--- config.mk ---
export PLATFORM = sky130hd
export DESIGN_NAME = multi_net_capture_flat
export DESIGN_NICKNAME = d
export VERILOG_FILES = /design/src/rtl/multi_net_capture_if.sv /design/src/rtl/multi_net_capture.sv /design/src/flat_wrapper.sv
export SDC_FILE = /design/constraint.sdc
export NUM_CORES = 1
export LEC_CHECK = 0
export ABC_AREA = 1
export ABC_CLOCK_PERIOD_IN_PS = 4200
export CORE_MARGIN = 3
export CORE_UTILIZATION = 59
export DETAILED_ROUTE_END_ITERATION = 6
export DONT_BUFFER_PORTS = 1
export PLACE_DENSITY = 0.75
export SLEW_MARGIN = 20
export SYNTH_ARGS = -nofsm -noshare
export SYNTH_HDL_FRONTEND = slang
export SYNTH_SLANG_ARGS = --single-unit
--- constraint.sdc ---
create_clock -name clk -period 4.2 [get_ports clk]
set_input_delay 0.21 -clock clk [delete_from_list [all_inputs] [get_ports clk]]
set_output_delay 0.21 -clock clk [all_outputs]
set_load 0.01 [all_outputs]
--- src/rtl/multi_net_capture_if.sv ---
// multi_net_capture_if: capture FIFO ports; out_timestamp exists only with MULTI_NET_CAPTURE_TIMESTAMP_EN
interface multi_net_capture_if #(
  parameter int CHANNELS = 2,
  parameter int LANES = 5,
  parameter int WIDTH = 6,
  parameter int DEPTH = 8
);
  logic in_valid, in_ready, in_mode, out_valid, out_ready;
  logic [$clog2(CHANNELS)-1:0] in_chan, out_chan;
  logic [LANES-1:0][WIDTH-1:0] in_data, out_data;
  logic [$clog2(DEPTH):0] level;
  logic [15:0] chan_count [CHANNELS];
`ifdef MULTI_NET_CAPTURE_TIMESTAMP_EN
  logic [63:0] out_timestamp;
  modport master (output in_valid, in_chan, in_mode, in_data, out_ready,
                  input in_ready, out_valid, out_chan, out_data, level, chan_count, out_timestamp);
  modport slave (input in_valid, in_chan, in_mode, in_data, out_ready,
                 output in_ready, out_valid, out_chan, out_data, level, chan_count, out_timestamp);
`else
  modport master (output in_valid, in_chan, in_mode, in_data, out_ready,
                  input in_ready, out_valid, out_chan, out_data, level, chan_count);
  modport slave (input in_valid, in_chan, in_mode, in_data, out_ready,
                 output in_ready, out_valid, out_chan, out_data, level, chan_count);
`endif
endinterface

--- src/rtl/multi_net_capture.sv ---
// multi_net_capture: tagged lane-reordering capture FIFO with per-channel counters; MULTI_NET_CAPTURE_TIMESTAMP_EN adds entry timestamps
module multi_net_capture #(
  parameter int CHANNELS = 2,
  parameter int LANES = 5,
  parameter int WIDTH = 6,
  parameter int DEPTH = 8
) (
  input logic clk,
  input logic rst,
  multi_net_capture_if.slave bus
);
  localparam int AW = $clog2(DEPTH);
  localparam int CW = $clog2(CHANNELS);
  localparam logic [AW:0] FULL = (AW+1)'(DEPTH);
  typedef logic [LANES-1:0][WIDTH-1:0] data_t;
  data_t data_q [DEPTH];
  data_t data_d [DEPTH];
  logic [CW-1:0] chan_q [DEPTH];
  logic [CW-1:0] chan_d [DEPTH];
  logic [AW-1:0] wr_q, wr_d, rd_q, rd_d;
  logic [AW:0] level_q, level_d;
  logic [15:0] cnt_q [CHANNELS];
  logic [15:0] cnt_d [CHANNELS];
  logic push, pop;
  data_t in_x;
  assign bus.in_ready = level_q != FULL;
  assign bus.out_valid = level_q != '0;
  assign bus.out_data = bus.out_valid ? data_q[rd_q] : '0;
  assign bus.out_chan = bus.out_valid ? chan_q[rd_q] : '0;
  assign bus.level = level_q;
  assign bus.chan_count = cnt_q;
  assign push = bus.in_valid && bus.in_ready;
  assign pop = bus.out_valid && bus.out_ready;
  always_comb begin
    for (int l = 0; l < LANES; l++) in_x[l] = bus.in_mode ? bus.in_data[l] : bus.in_data[LANES-1-l];
    data_d = data_q;
    chan_d = chan_q;
    if (push) begin
      data_d[wr_q] = in_x;
      chan_d[wr_q] = bus.in_chan;
    end
    wr_d = push ? wr_q + 1'b1 : wr_q;
    rd_d = pop ? rd_q + 1'b1 : rd_q;
    level_d = (push && !pop) ? level_q + 1'b1 : (pop && !push) ? level_q - 1'b1 : level_q;
    // out-of-range tags match no counter, so they push without counting
    for (int c = 0; c < CHANNELS; c++)
      cnt_d[c] = (push && bus.in_chan == CW'(c) && cnt_q[c] != 16'hFFFF) ? cnt_q[c] + 16'd1 : cnt_q[c];
  end
  always_ff @(posedge clk) begin
    data_q <= data_d;
    chan_q <= chan_d;
    if (rst) begin
      level_q <= '0;
      wr_q <= '0;
      rd_q <= '0;
      for (int c = 0; c < CHANNELS; c++) cnt_q[c] <= '0;
    end else begin
      level_q <= level_d;
      wr_q <= wr_d;
      rd_q <= rd_d;
      cnt_q <= cnt_d;
    end
  end
`ifdef MULTI_NET_CAPTURE_TIMESTAMP_EN
  logic [63:0] ts_q, ts_d;
  logic [63:0] stamp_q [DEPTH];
  logic [63:0] stamp_d [DEPTH];
  assign bus.out_timestamp = bus.out_valid ? stamp_q[rd_q] : '0;
  always_comb begin
    ts_d = ts_q + 64'd1;
    stamp_d = stamp_q;
    if (push) stamp_d[wr_q] = ts_q;
  end
  always_ff @(posedge clk) begin
    stamp_q <= stamp_d;
    ts_q <= rst ? '0 : ts_d;
  end
`endif
endmodule

--- src/flat_wrapper.sv ---
// flat-port wrapper written by rule: the top's interface ports become plain ports
module multi_net_capture_flat 
#(
  parameter int CHANNELS = 2,
  parameter int LANES = 5,
  parameter int WIDTH = 6,
  parameter int DEPTH = 8
)
  (clk, rst, bus_in_valid, bus_in_chan, bus_in_mode, bus_in_data, bus_out_ready, bus_in_ready, bus_out_valid, bus_out_chan, bus_out_data, bus_level, bus_chan_count);
  multi_net_capture_if #(.CHANNELS(CHANNELS), .LANES(LANES), .WIDTH(WIDTH), .DEPTH(DEPTH)) bus_i ();
  input logic clk;
  input logic rst;
  input wire logic [$bits(bus_i.in_valid)-1:0] bus_in_valid;
  input wire logic [$bits(bus_i.in_chan)-1:0] bus_in_chan;
  input wire logic [$bits(bus_i.in_mode)-1:0] bus_in_mode;
  input wire logic [$bits(bus_i.in_data)-1:0] bus_in_data;
  input wire logic [$bits(bus_i.out_ready)-1:0] bus_out_ready;
  output wire logic [$bits(bus_i.in_ready)-1:0] bus_in_ready;
  output wire logic [$bits(bus_i.out_valid)-1:0] bus_out_valid;
  output wire logic [$bits(bus_i.out_chan)-1:0] bus_out_chan;
  output wire logic [$bits(bus_i.out_data)-1:0] bus_out_data;
  output wire logic [$bits(bus_i.level)-1:0] bus_level;
  output wire logic [$bits(bus_i.chan_count)-1:0] bus_chan_count;
  assign bus_i.in_valid = bus_in_valid;
  assign bus_i.in_chan = bus_in_chan;
  assign bus_i.in_mode = bus_in_mode;
  assign bus_i.in_data = bus_in_data;
  assign bus_i.out_ready = bus_out_ready;
  assign bus_in_ready = bus_i.in_ready;
  assign bus_out_valid = bus_i.out_valid;
  assign bus_out_chan = bus_i.out_chan;
  assign bus_out_data = bus_i.out_data;
  assign bus_level = bus_i.level;
  assign bus_chan_count = {>>{bus_i.chan_count}};
  multi_net_capture #(.CHANNELS(CHANNELS), .LANES(LANES), .WIDTH(WIDTH), .DEPTH(DEPTH)) u_core (.clk(clk), .rst(rst), .bus(bus_i));
endmodule
Yosys cells after proc, flatten, opt, wreduce, memory -nomap -nowiden. Index checks and enable logic that the tools add are counted.

Register bits: 290. Input bits: 36. Output and inout port bits: 69. Logic and storage cells: 101.

Add/sub/neg operators: 6. Order comparisons: 3. Equal/unequal tests: 3. Multiplexer cells: 20. Bitwise operators: 3. Reductions and logical operators: 13.

Operators by type and width (number): $bwmux W240 (1); $mux W30 (4); $bmux W30 S3 (1); $demux W30 S3 (1); $add A16 B1 Y16 const B (2); $ne A16 B16 Y1 const B (2); $mux W6 (4); $logic_and A1 B1 Y1 (9); $bwmux W8 (1); $ge A4 B4 Y1 const B (2); $mux W4 (2); $not A3 Y4 (2); $add A3 B1 Y3 const B (2); $add A4 B1 Y4 const B (1); $lt A4 B1 Y1 const B (1); $mux W1 (4); $ne A4 B4 Y1 const B (1); $reduce_bool A4 Y1 (1); $sub A4 B1 Y4 const B (1); $bmux W1 S3 (1); $demux W1 S3 (1); $logic_not A1 Y1 (2); $reduce_bool A2 Y1 (1); $not A1 Y1 (1).

Logic depth before layout (Yosys ltp).
Depth in word-level cells: 6. Gate-level depth with buffers: 15. Gate-level depth less buffers: 15.

Least setup slack after synthesis. No wires, ideal clock.

Kind: register to register. From: register u_core.level_q[0] (netlist: u_core.bus.level[0]). To: register u_core.chan_q[1] (netlist name) (enable). Setup time: 0.419 ns. Arrival: 2.301 ns. Required time: 3.781 ns. Path slack: 1.480 ns. Stages on the path, launching flop included: 7. Buffers on the path: 0. Period minus slack after synthesis: 2.720 ns. Cells stage by stage: dfxtp_1 > nor2_4 > nand2_8 > nand2_4 > inv_1 > nand2_1 > nor2_1.

Word-level cells in the longest chain between the ends: 2.

Ends and longest elaborated chain: start, declared (RTL line multi_net_capture.sv:21) `logic [AW:0] level_q, level_d;`; start signal, assigned (RTL line multi_net_capture.sv:58) `level_q <= level_d;`; $ne A4 B4 Y1 (RTL line multi_net_capture.sv:26) `assign bus.in_ready = level_q != FULL;`; net bus_in_ready (RTL line flat_wrapper.sv:18) `output wire logic [$bits(bus_i.in_ready)-1:0] bus_in_ready;`; $logic_and A1 B1 Y1 (RTL line multi_net_capture.sv:32) `assign push = bus.in_valid && bus.in_ready;`; net u_core.push (RTL line multi_net_capture.sv:24) `logic push, pop;`; end signal, assigned (RTL line multi_net_capture.sv:51) `chan_q <= chan_d;`; end, declared (RTL line multi_net_capture.sv:18) `logic [CW-1:0] chan_q [DEPTH];`.

The timed path passes the listed nets, and every way through them passes these cells. A chain may end at the register's enable or synchronous reset.

Final worst setup path.
From: register u_core.rd_q[0]. To: output port bus_out_data[29].

Word-level cells in the longest chain between the ends: 5.

Ends and longest elaborated chain: start, declared (RTL line multi_net_capture.sv:20) `logic [AW-1:0] wr_q, wr_d, rd_q, rd_d;`; start signal, assigned (RTL line multi_net_capture.sv:60) `rd_q <= rd_d;`; $not A3 Y4 (implied by the code) (RTL line multi_net_capture.sv:28) `assign bus.out_data = bus.out_valid ? data_q[rd_q] : '0;`; $bmux W30 S3 (RTL line multi_net_capture.sv:28); $mux W30 (implied by the code) (2 in series) (RTL line multi_net_capture.sv:28); $mux W30 (RTL line multi_net_capture.sv:28); end, declared (RTL line flat_wrapper.sv:21) `output wire logic [$bits(bus_i.out_data)-1:0] bus_out_data;`.

No other way between the ends. The select of a mux whose other input is x is not followed.

==> results.py <==
metrics = {
    "status": {
        "status": "complete, no violations",
    },
    "timing": {
        "slew_headroom": 0.2271,
        "rsz0062_at_grt": "no",
        "max_clock_freq_mhz": 326.9,
        "drv_slew": 0,
        "hold_ws_ns": 0.01993,
        "min_period_ns": 3.059,
        "worst_slew_pin_slew_ns": 1.147,
        "hold_viol_final": 0,
        "fin_setup_tns_ns": 0,
        "clock_skew_ns": 0.005727,
        "setup_viol": 0,
        "period_share": 0.7283,
    },
    "routing": {
        "ant_nets": 0,
        "drt_iter0_markers": 664,
        "vias_per_cell": 5.716,
        "routed_wl_mm": 26.68,
        "dr_total_vias": 8488,
        "wl_per_cell_um": 17.97,
        "drc_errors": 0,
        "firstDrtPassIters": 5,
    },
    "yosys": {
        "ys_warn_count": 0,
        "synth-seq-area-share": 0.6637,
        "synth_cell_types": 35,
        "syn_area_um2": 12490,
        "async_reset_ff_frac": 0,
        "yosys.area.top_type": "edfxtp_1",
        "synth_edf_count": 248,
        "synth_area_per_cell_um2": 10.40,
        "netlist.area_leader.share": 0.5964,
        "synthCells": 1201,
        "synthesis.nets": 1245,
        "synth-main-ff-cell": "edfxtp_1",
        "ys_ff_latch": 290,
        "netlist_top_cells_area": "edfxtp_1, nor2_1, dfxtp_1, o21ai_0, o21ai_1",
    },
    "power": {
        "p_int_mw": 5.209,
        "p_sw_frac": 0.3245,
        "seqPwrFrac": 0.454,
        "power_density_nw_per_um2": 561.4,
        "p_sw_mw": 2.502,
        "vdd_ir_drop_max_uv": 456.9,
        "clockPowerShare": 0.312,
        "combPwrFrac": 0.234,
        "leakage_nw": 4.671,
    },
    "clock_network": {
        "clkTransAtPathRegs_ns": 0.06,
        "cts_max_level": 1,
        "cts-resized-gates": 0,
        "clock_sinks": 290,
        "root_buffer": "clkbuf_16",
        "clock_path_buffers": 3,
        "clk_latency_ns": 0.54,
        "cts_tree": "yes",
        "cts_buffers": 28,
    },
    "setup_path": {
        "crit_arrival_ns": 2.85,
        "startpoint_type": "flop",
        "required_ns": 3.99,
        "path_max_fanout": 71,
        "end_kind": "output port",
        "critPathKind": "flop to output port",
    },
    "floorplanning": {
        "die_y_um": 151.5,
        "start_util": 0.6093,
        "pin_count": 105,
        "die_area_um2": 22950,
        "design.core.area_um2": 20490,
        "fp.dieW_um": 151.5,
        "rows": 52,
    },
    "layout": {
        "syn_to_final_growth_pct": 10.00,
        "multi_input_area_um2": 3744,
        "layout_common_cells": "nor2_1, edfxtp_1, o21ai_0, o21ai_1, nand2_1",
        "n_fill_cell": 1558,
        "diodes": 0,
        "final_nets": 1237,
        "stdcell_count": 1485,
        "final_layout_size_suffix_gt1_frac": 0.07325,
        "mostFrequentLayoutCell": "nor2_1",
        "regArea_um2": 8295,
    },
    "grt": {
        "grt_max_degree": 104,
        "grt_pass1_vias": 8014,
        "grt-ovfl-total": 0,
        "grtUsageTotal": 0.2309,
        "grt_pass1_wl_mm": 41.32,
        "antenna_found_initial": 0,
    },
    "placed_design": {
        "dp.final_hpwl_mm": 15.07,
        "place.gp.congestion": 0.8366,
        "dp.cells": 1418,
        "io_buffers": 0,
    },
    "min_path": {
        "min_path_type": "input pin to flop",
    },
    "run": {
        "drv_cap": 0,
    },
}
[sequential cells by signal, summed over array words and instances (netlist names)]
register               flops
u_core.bus.level           4
u_core.wr_q                3
u_core.rd_q                3
u_core.bus.chan_count     32
u_core.data_q            240
u_core.chan_q              8
[power by group through the flow]
| stage | Sequential [mW] | Combinational, mW | Clock (mW) |
|---|---|---|---|
| 2_1_floorplan | 3.44 | 1.48 | 0 |
| 3_3_place_gp | 3.56 | 1.75 | 0 |
| 3_5_place_dp | 3.56 | 1.80 | 0 |
| 4_1_cts | 3.50 | 1.83 | 2.43 |
| 5_1_grt | 3.52 | 2.06 | 2.55 |
| 6_report | 3.50 | 1.81 | 2.40 |
[routing by layer]
metal / wire length (µm) / GRT usage / part of all wire / vias to the layer above
li1: - / - / - / 4116
met1: 10620 / 0.3010 / 0.40 / 4025
met2: 13240 / 0.3923 / 0.50 / 305
met3: 2203 / 0.05354 / 0.083 / 42
met4: 610 / 0.06392 / 0.023 / 0
met5: 0 / 0 / 0 / -
[per-stage QoR]
stage          cell area (µm²)    util  total power [mW]  setup slack (ns)
6_report                 13740  0.6702             7.711             1.141
5_1_grt                  13740  0.6702             8.134            0.8128
4_1_cts                  13650  0.6659             7.760             1.127
3_5_place_dp             12660  0.6175             5.356             1.576
3_3_place_gp             12610  0.6152             5.303             1.695
2_1_floorplan            12490       -             4.917             1.480
[logic make-up (layout without fill, tap and decap cells)]
logic type      count (synthesis)  count (layout)  synth area share
fa+ha+maj                       8               8          0.008617
compound gates                285             285            0.1150
simple gates                  504             504            0.1671
xor+xnor                        6               6          0.004209
buf+inv                       108             122           0.04128
flops                         290             290            0.6637
[synthesized netlist by cell type (all sizes together) (2+ instances only)]
cell type	count
a21oi	45
buf	33
clkbuf	30
dfxtp	42
edfxtp	248
ha	7
inv	45
nand2	106
nand3	36
nand3b	3
nand4	3
nor2	353
nor3	2
o21ai	239
xnor2	3
xor2	3
[worst max-delay path, stage by stage, from the launching register on]
cell,delay (ns)
dfxtp_4,0.73
buf_4,0.64
nor2_1,0.12
nor2_1,0.12
o21ai_0,0.11
o21ai_0,0.11
o21ai_0,0.09
nor2_1,0.33
[path summary, 6_finish.rpt]
check	to	from	depth (start not counted)	slack (ns)
worst max-delay path	bus_out_data[29]	u_core.rd_q[0]$_SDFFE_PP0P_	7	1.14
worst min-delay path	u_core.data_q[216]$_DFFE_PP_	bus_in_mode	1	0.02
worst max register to register	u_core.bus.level[3]$_SDFFE_PP0P_	u_core.bus.level[0]$_SDFFE_PP0P_	12	1.51
worst min register to register	u_core.wr_q[0]$_SDFFE_PP0P_	u_core.wr_q[0]$_SDFFE_PP0P_	2	0.50
[repair_timing]
item,CTS,global route
buffers inserted,0,0
endpoints found under the hold margin,83,0
hold buffers,11,0
[layout make-up]
cell class / instances / share of cell area
Sequential cell: 290 / 0.6039
Multi-Input combinational cell: 803 / 0.2725
Clock buffer: 33 / 0.05393
Tap cell: 270 / 0.02459
Timing Repair Buffer: 25 / 0.02223
Inverter: 45 / 0.01248
Clock inverter: 19 / 0.01029
No activity file was read; power rests on OpenSTA's default activity.
